--- config.mk ---
export PLATFORM = sky130hd
export DESIGN_NAME = id_ex_skid_register_flat
export DESIGN_NICKNAME = d
export VERILOG_FILES = /design/src/rtl/id_ex_skid_register_if.sv /design/src/rtl/id_ex_skid_register.sv /design/src/flat_wrapper.sv
export SDC_FILE = /design/constraint.sdc
export NUM_CORES = 1
export LEC_CHECK = 0
export BUFFER_PORTS_ARGS = -buffer_cell sky130_fd_sc_hd__buf_2
export CELL_PAD_IN_SITES_DETAIL_PLACEMENT = 0
export CELL_PAD_IN_SITES_GLOBAL_PLACEMENT = 1
export CORE_UTILIZATION = 40
export CTS_BUF_LIST = sky130_fd_sc_hd__clkbuf_4 sky130_fd_sc_hd__clkbuf_8
export CTS_CLUSTER_SIZE = 25
export DETAILED_ROUTE_END_ITERATION = 6
export PLACE_DENSITY = 0.73
export SYNTH_ARGS = -nofsm -noshare
export SYNTH_HDL_FRONTEND = slang
export SYNTH_SLANG_ARGS = --single-unit
export TNS_END_PERCENT = 10
--- constraint.sdc ---
create_clock -name clk -period 3.74 [get_ports clk]
set_clock_uncertainty 0.05 [all_clocks]
set_input_delay 0.374 -clock clk [delete_from_list [all_inputs] [get_ports clk]]
set_output_delay 0.374 -clock clk [all_outputs]
set_load 0.01 [all_outputs]
--- src/rtl/id_ex_skid_register_if.sv ---
// ============================================================================
// id_ex_skid_register_if : decode / writeback / execute bundle for the ID/EX stage
// Revision: 1.0
// ============================================================================
`default_nettype none

interface id_ex_skid_register_if #(
    parameter int N = 5,
    parameter int M = 32,
    parameter int C = 16
);
    logic         id_valid;
    logic         id_ready;
    logic [N-1:0] id_rs1;
    logic [N-1:0] id_rs2;
    logic [N-1:0] id_rd;
    logic [M-1:0] id_rd1;
    logic [M-1:0] id_rd2;
    logic [M-1:0] id_imm;
    logic [M-1:0] id_pc;
    logic [C-1:0] id_ctrl;

    logic         wb_we;
    logic [N-1:0] wb_a3;
    logic [M-1:0] wb_wd3;

    logic         ex_valid;
    logic         ex_ready;
    logic [N-1:0] ex_rs1;
    logic [N-1:0] ex_rs2;
    logic [N-1:0] ex_rd;
    logic [M-1:0] ex_rd1;
    logic [M-1:0] ex_rd2;
    logic [M-1:0] ex_imm;
    logic [M-1:0] ex_pc;
    logic [C-1:0] ex_ctrl;

    modport slave (
        input  id_valid, id_rs1, id_rs2, id_rd, id_rd1, id_rd2, id_imm, id_pc, id_ctrl,
        input  wb_we, wb_a3, wb_wd3,
        input  ex_ready,
        output id_ready,
        output ex_valid, ex_rs1, ex_rs2, ex_rd, ex_rd1, ex_rd2, ex_imm, ex_pc, ex_ctrl
    );

    modport master (
        output id_valid, id_rs1, id_rs2, id_rd, id_rd1, id_rd2, id_imm, id_pc, id_ctrl,
        output wb_we, wb_a3, wb_wd3,
        output ex_ready,
        input  id_ready,
        input  ex_valid, ex_rs1, ex_rs2, ex_rd, ex_rd1, ex_rd2, ex_imm, ex_pc, ex_ctrl
    );
endinterface

`default_nettype wire

--- src/rtl/id_ex_skid_register.sv ---
// ============================================================================
// id_ex_skid_register : 2-entry skid-buffered ID/EX stage with writeback bypass
// Optional macro ID_EX_PERF_CNT_EN adds stall_cnt / bubble_cnt counters.
// Revision: 1.0
// ============================================================================
`default_nettype none

module id_ex_skid_register #(
    parameter int N = 5,
    parameter int M = 32,
    parameter int C = 16
) (
    input  wire logic               clk,
    input  wire logic               rst_n,
    input  wire logic               flush,
    id_ex_skid_register_if.slave    bus
`ifdef ID_EX_PERF_CNT_EN
    ,
    output logic [31:0]             stall_cnt,
    output logic [31:0]             bubble_cnt
`endif
);

    typedef struct packed {
        logic [N-1:0] rs1;
        logic [N-1:0] rs2;
        logic [N-1:0] rd;
        logic [M-1:0] rd1;
        logic [M-1:0] rd2;
        logic [M-1:0] imm;
        logic [M-1:0] pc;
        logic [C-1:0] ctrl;
    } entry_t;

    entry_t main_q, main_d;
    entry_t skid_q, skid_d;
    logic   main_v_q, main_v_d;
    logic   skid_v_q, skid_v_d;
    logic   id_ready_q, id_ready_d;

    entry_t w_in;
    logic   w_accept;
    logic   w_drain;

    // Held operands track writes to their source registers; x0 is hardwired zero.
    function automatic entry_t bypass(input entry_t e, input logic we,
                                      input logic [N-1:0] a3, input logic [M-1:0] wd);
        entry_t r;
        r = e;
        if (we && (a3 != '0) && (a3 == e.rs1)) r.rd1 = wd;
        if (we && (a3 != '0) && (a3 == e.rs2)) r.rd2 = wd;
        return r;
    endfunction

    assign w_in = '{rs1: bus.id_rs1, rs2: bus.id_rs2, rd: bus.id_rd,
                    rd1: bus.id_rd1, rd2: bus.id_rd2, imm: bus.id_imm,
                    pc: bus.id_pc, ctrl: bus.id_ctrl};

    assign w_accept = bus.id_valid && id_ready_q;
    assign w_drain  = main_v_q && bus.ex_ready;

    always_comb begin
        main_d   = main_q;
        skid_d   = skid_q;
        main_v_d = main_v_q;
        skid_v_d = skid_v_q;
        if (flush) begin
            main_v_d    = 1'b0;
            skid_v_d    = 1'b0;
            main_d.ctrl = '0;
        end else if (main_v_q && !w_drain) begin
            main_d = bypass(main_q, bus.wb_we, bus.wb_a3, bus.wb_wd3);
            if (skid_v_q) begin
                skid_d = bypass(skid_q, bus.wb_we, bus.wb_a3, bus.wb_wd3);
            end else if (w_accept) begin
                skid_d   = w_in;
                skid_v_d = 1'b1;
            end
        end else if (skid_v_q) begin
            // Skid advances into main; any new accept refills the skid slot.
            main_d   = bypass(skid_q, bus.wb_we, bus.wb_a3, bus.wb_wd3);
            main_v_d = 1'b1;
            skid_v_d = w_accept;
            if (w_accept) skid_d = w_in;
        end else begin
            main_v_d = w_accept;
            if (w_accept) main_d = w_in;
            else          main_d.ctrl = '0;
        end
        id_ready_d = !skid_v_d;
    end

    always_ff @(posedge clk or negedge rst_n) begin
        if (!rst_n) begin
            main_q     <= '0;
            skid_q     <= '0;
            main_v_q   <= 1'b0;
            skid_v_q   <= 1'b0;
            id_ready_q <= 1'b1;
        end else begin
            main_q     <= main_d;
            skid_q     <= skid_d;
            main_v_q   <= main_v_d;
            skid_v_q   <= skid_v_d;
            id_ready_q <= id_ready_d;
        end
    end

    assign bus.id_ready = id_ready_q;
    assign bus.ex_valid = main_v_q;
    assign bus.ex_rs1   = main_q.rs1;
    assign bus.ex_rs2   = main_q.rs2;
    assign bus.ex_rd    = main_q.rd;
    assign bus.ex_rd1   = main_q.rd1;
    assign bus.ex_rd2   = main_q.rd2;
    assign bus.ex_imm   = main_q.imm;
    assign bus.ex_pc    = main_q.pc;
    assign bus.ex_ctrl  = main_q.ctrl;

`ifdef ID_EX_PERF_CNT_EN
    logic [31:0] stall_cnt_q;
    logic [31:0] bubble_cnt_q;

    always_ff @(posedge clk or negedge rst_n) begin
        if (!rst_n) begin
            stall_cnt_q  <= '0;
            bubble_cnt_q <= '0;
        end else if (!flush) begin
            if (bus.id_valid && !id_ready_q) stall_cnt_q  <= stall_cnt_q + 32'd1;
            if (bus.ex_ready && !main_v_q)   bubble_cnt_q <= bubble_cnt_q + 32'd1;
        end
    end

    assign stall_cnt  = stall_cnt_q;
    assign bubble_cnt = bubble_cnt_q;
`endif

endmodule

`default_nettype wire

--- src/flat_wrapper.sv ---
// flat-port wrapper written by rule: the top's interface ports become plain ports
module id_ex_skid_register_flat 
#(
    parameter int N = 5,
    parameter int M = 32,
    parameter int C = 16
)
  (clk, rst_n, flush, bus_id_valid, bus_id_rs1, bus_id_rs2, bus_id_rd, bus_id_rd1, bus_id_rd2, bus_id_imm, bus_id_pc, bus_id_ctrl, bus_wb_we, bus_wb_a3, bus_wb_wd3, bus_ex_ready, bus_id_ready, bus_ex_valid, bus_ex_rs1, bus_ex_rs2, bus_ex_rd, bus_ex_rd1, bus_ex_rd2, bus_ex_imm, bus_ex_pc, bus_ex_ctrl);
  id_ex_skid_register_if #(.N(N), .M(M), .C(C)) bus_i ();
  input  wire logic clk;
  input  wire logic rst_n;
  input  wire logic flush;
  input wire logic [$bits(bus_i.id_valid)-1:0] bus_id_valid;
  input wire logic [$bits(bus_i.id_rs1)-1:0] bus_id_rs1;
  input wire logic [$bits(bus_i.id_rs2)-1:0] bus_id_rs2;
  input wire logic [$bits(bus_i.id_rd)-1:0] bus_id_rd;
  input wire logic [$bits(bus_i.id_rd1)-1:0] bus_id_rd1;
  input wire logic [$bits(bus_i.id_rd2)-1:0] bus_id_rd2;
  input wire logic [$bits(bus_i.id_imm)-1:0] bus_id_imm;
  input wire logic [$bits(bus_i.id_pc)-1:0] bus_id_pc;
  input wire logic [$bits(bus_i.id_ctrl)-1:0] bus_id_ctrl;
  input wire logic [$bits(bus_i.wb_we)-1:0] bus_wb_we;
  input wire logic [$bits(bus_i.wb_a3)-1:0] bus_wb_a3;
  input wire logic [$bits(bus_i.wb_wd3)-1:0] bus_wb_wd3;
  input wire logic [$bits(bus_i.ex_ready)-1:0] bus_ex_ready;
  output wire logic [$bits(bus_i.id_ready)-1:0] bus_id_ready;
  output wire logic [$bits(bus_i.ex_valid)-1:0] bus_ex_valid;
  output wire logic [$bits(bus_i.ex_rs1)-1:0] bus_ex_rs1;
  output wire logic [$bits(bus_i.ex_rs2)-1:0] bus_ex_rs2;
  output wire logic [$bits(bus_i.ex_rd)-1:0] bus_ex_rd;
  output wire logic [$bits(bus_i.ex_rd1)-1:0] bus_ex_rd1;
  output wire logic [$bits(bus_i.ex_rd2)-1:0] bus_ex_rd2;
  output wire logic [$bits(bus_i.ex_imm)-1:0] bus_ex_imm;
  output wire logic [$bits(bus_i.ex_pc)-1:0] bus_ex_pc;
  output wire logic [$bits(bus_i.ex_ctrl)-1:0] bus_ex_ctrl;
  assign bus_i.id_valid = bus_id_valid;
  assign bus_i.id_rs1 = bus_id_rs1;
  assign bus_i.id_rs2 = bus_id_rs2;
  assign bus_i.id_rd = bus_id_rd;
  assign bus_i.id_rd1 = bus_id_rd1;
  assign bus_i.id_rd2 = bus_id_rd2;
  assign bus_i.id_imm = bus_id_imm;
  assign bus_i.id_pc = bus_id_pc;
  assign bus_i.id_ctrl = bus_id_ctrl;
  assign bus_i.wb_we = bus_wb_we;
  assign bus_i.wb_a3 = bus_wb_a3;
  assign bus_i.wb_wd3 = bus_wb_wd3;
  assign bus_i.ex_ready = bus_ex_ready;
  assign bus_id_ready = bus_i.id_ready;
  assign bus_ex_valid = bus_i.ex_valid;
  assign bus_ex_rs1 = bus_i.ex_rs1;
  assign bus_ex_rs2 = bus_i.ex_rs2;
  assign bus_ex_rd = bus_i.ex_rd;
  assign bus_ex_rd1 = bus_i.ex_rd1;
  assign bus_ex_rd2 = bus_i.ex_rd2;
  assign bus_ex_imm = bus_i.ex_imm;
  assign bus_ex_pc = bus_i.ex_pc;
  assign bus_ex_ctrl = bus_i.ex_ctrl;
  id_ex_skid_register #(.N(N), .M(M), .C(C)) u_core (.clk(clk), .rst_n(rst_n), .flush(flush), .bus(bus_i));
endmodule
==> results by group <==
Global route
  • Antenna violations before repair: 11
  • Number of global-route vias before repair: roughly 13000
  • Total grt overflow: 0
  • GRT Resource Usage Total: approximately a quarter
  • Largest net degree at the start of global routing: ~100
  • First-pass GRT wire length: 75330 um

Synth
  • Post-Syn Instances: 1306
  • Simple-gate share of the synthesized area: roughly 8.3%
  • Top post-synthesis cells by area: dfrtp_1, mux2_2, mux2i_1
  • Synthesized net count: 1508
  • Compound-Gate Fraction of Synth Area: between 10% and 20%
  • Main flop type after synthesis: dfrtp_1
  • Synth Area in XOR/XNOR: approximately 1.3%
  • Mux cell area share after synthesis: 14.93%
  • Post-synth cell types: 53
  • Main combinational cell family by area after synthesis: compound AO/OA/AOI/OAI gates
  • Number of flops mapped to enable cells by yosys: 0
  • Register area share after synthesis: a little over half
  • #FFs+latches synth: 321
  • Yosys top cell area share: a little over half
  • Synth top cells by count: dfrtp_1, nand2_1, mux2_2, a2bb2oi_1
  • Synthesized area per cell: between 10 and 15 um^2
  • Cell with the most instances after synthesis: dfrtp_1
  • Area leader, netlist: dfrtp_1
  • Post-synth ARST share: 100.0%
  • Synthesized cell area: between 0.015 and 0.02 mm^2
  • Synth warn: 0
  • Adder-cell share of the synthesized area: less than 1%

STA
  • Final WS setup: roughly 0.69 ns
  • Setup TNS: 0 ns
  • Unrepaired setup endpoints after global routing: false
  • Final Hold Viols: 0
  • Final period util: around four fifths
  • Max Slew Vio Count: 0
  • Period minus WS final: 3.052 ns
  • Max Fclk: ~330 MHz
  • Tightest Pin Transition: roughly 0.86 ns
  • Slew headroom: 42.24%
  • Final Setup Violations: 0

Run status
  • Status: finished clean

Pwr
  • Power per cell area: between 500 and 600 mW/mm^2
  • P_leak: roughly 9 nW
  • Max VDD drop: between 0.4 and 0.5 mV

Setup path
  • Buf/Inv on CP: 3
  • Critical path launch point type: flip-flop
  • CP peak stage delay: about 0.78 ns
  • CP startpoint: u_core.skid_v_q
  • Arr. time, crit path: 3.58 ns
  • Largest fanout on the critical path: 43
  • Critical path class: flip-flop to flip-flop
  • Worst path cell trace: maj3_1, nand2b_1, inv_2, buf_4, nand2_1, o221ai_1, dlygate4sd3_1
  • Delay-heaviest family, CP: buffers and inverters
  • Reg2reg start: u_core.skid_v_q
  • WP data required: ~4.3 ns
  • Slowest cell on the critical path: dfrtp_4
  • Worst Setup End Kind: flip-flop

Place
  • Setup WS pre-CTS: approximately 1.1 ns
  • Post-placement cell count: between 2000 and 2500
  • Gpl congestion: between 0.8 and 0.9
  • Port bufs: between 300 and 400
  • Post-DP HPWL: approximately 30000 um
  • Area after DPL: 0.01758 mm^2

Detailed routing
  • 1st-iter DRT viols: 791
  • Vias per cell: about 5.5
  • Routed length per instance: about 20 um
  • Via count: 12860
  • Initial DRT Pass Iterations: 6
  • Drt drc: 0
  • Final WL: 48090 um
  • Detail Route Antenna Nets: 0

Cells and area
  • Total Nets Final: roughly 2000
  • Design area: between 0.02 and 0.025 mm^2
  • Final std cells w/o fill: around 2400
  • Fillers: between 3000 and 4000
  • P&R area growth vs syn: 33.46%
  • Share of cells above drive strength 1: 36.21%

Min path
  • Hold_sp: bus_id_rd1[6]
  • Worst hold path type: input pin to flip-flop

Floorplan
  • Placement Rows: between 70 and 80
  • Die height: 197.4 um
  • Initial Util: about two fifths
  • Placeable Area: approximately 0.038 mm^2
  • I/O pin cnt: 363
  • Die X: between 150 and 200 um
  • Die area: 0.03898 mm^2

Clock network
  • Number of CTS-inserted buffers: 57
  • Clock Path Buffers: 3
  • Worst skew pair latency: 0.65 ns
  • Htree depth: 2
  • Worst-path clk slew: 0.06 ns
  • CTS resizes: 0
  • CTS tree: built
  • Clk sinks: ~320
  • Root buf cell: clkbuf_8

Job
  • Max-cap violations: 0
[where the power goes]
part | switching [mW] | total, mW | internal [mW]
clock | 1.51 | 3.57 | 2.06
combinational | 1.05 | 2.23 | 1.18
sequential | 0.498 | 4.83 | 4.33
total | 3.06 | 10.6 | 7.57
[registers in the layout, indices dropped and copies added, names as in the netlist]
register / count
u_core.bus.ex_rs1: 5
u_core.bus.ex_imm: 32
u_core.bus.ex_rd2: 32
u_core.bus.id_ready: 1
u_core.bus.ex_rd1: 32
u_core.bus.ex_rs2: 5
u_core.bus.ex_rd: 5
u_core.skid_v_q: 1
u_core.bus.ex_pc: 32
u_core.skid_q: 159
u_core.bus.ex_valid: 1
u_core.bus.ex_ctrl: 16
[through the flow]
step / utilization (%) / hold WS, ns / power [mW]
2_1_floorplan: - / 0.02841 / 6.028
3_3_place_gp: 46.68 / 0.4070 / 6.889
3_5_place_dp: 46.68 / 0.4156 / 6.970
4_1_cts: 54.09 / 0.0006110 / 10.74
5_1_grt: 54.14 / 0.02436 / 11.19
6_report: 54.14 / 0.03438 / 10.63
[what timing repair did]
item / in CTS / in global routing
endpoints found under the hold margin: 337 / 0
endpoints found under the setup margin: 0 / 0
hold buffers: 152 / 0
buffers inserted: 0 / 0
[worst paths after layout]
check	cells after the start	end	slack (ns)
worst min register to register	2	u_core.bus.ex_pc[0]	0.42
worst max-delay path	7	u_core.skid_q[91]	0.69
worst min-delay path	3	u_core.bus.ex_rd1[6]	0.03
max in group asynchronous	3	u_core.skid_q[34]	2.28
min in group asynchronous	2	u_core.bus.ex_rd1[24]	0.34
worst max register to register	7	u_core.skid_q[91]	0.69
[worst reg2reg max path, cell delays in order (launching register included)]
cell and delay (ns):
dfrtp_4 0.78, maj3_1 0.27, nand2b_1 0.14, inv_2 0.32, buf_4 0.53, nand2_1 0.17
o221ai_1 0.16, dlygate4sd3_1 0.57
[cells by family after synthesis]
logic type	count (synthesis)
buf+inv	123
simple gates	276
xor+xnor	21
mux	212
fa+ha+maj	1
compound gates	352
flops	321
[final cells by class]
type                            instances  area, um^2  area share (%)
Sequential cell                       321        8038           39.42
Multi-Input combinational cell        862        6685           32.78
Timing Repair Buffer                  550        3726           18.27
Clock buffer                           97        1185           5.811
Tap cell                              511       639.4           3.135
Clock inverter                          8       86.33          0.4234
Antenna cell                            7       17.52         0.08590
Inverter                                4       15.01         0.07363
[layer usage]
layer  share of wire, %  wire (um)  GRT usage, %
met4                3.4       1651         10.34
met5               0.10         49             0
met3                8.5       4084         6.607
met1                 43      20520         32.64
met2                 45      21780         38.54
[cell usage in the layout (no fill, tap or decap), types with 3 or more instances in the layout]
cell / Yosys / final
mux2_2: 116 / 116
nor3_4: 2 / 3
o22ai_2: 20 / 20
xnor2_1: 9 / 9
o22ai_1: 34 / 34
dfrtp_1: 320 / 319
a21oi_1: 3 / 3
o21ai_0: 85 / 85
mux2i_1: 85 / 85
clkbuf_8: 0 / 73
nand2_1: 156 / 156
buf_12: 0 / 9
a221o_1: 38 / 38
a2bb2oi_1: 86 / 86
dlygate4sd3_1: 0 / 152
and3_1: 32 / 32
buf_2: 42 / 361
a221oi_1: 42 / 42
nor3_1: 11 / 11
clkinv_2: 0 / 4
and2_1: 11 / 9
and2_2: 1 / 3
inv_1: 3 / 3
o32a_1: 32 / 32
diode_2: 0 / 7
mux2_1: 11 / 11
clkbuf_4: 0 / 24
nor2_1: 45 / 45
xor2_1: 10 / 10
buf_4: 11 / 27
(Power assumes the default switching activity.)
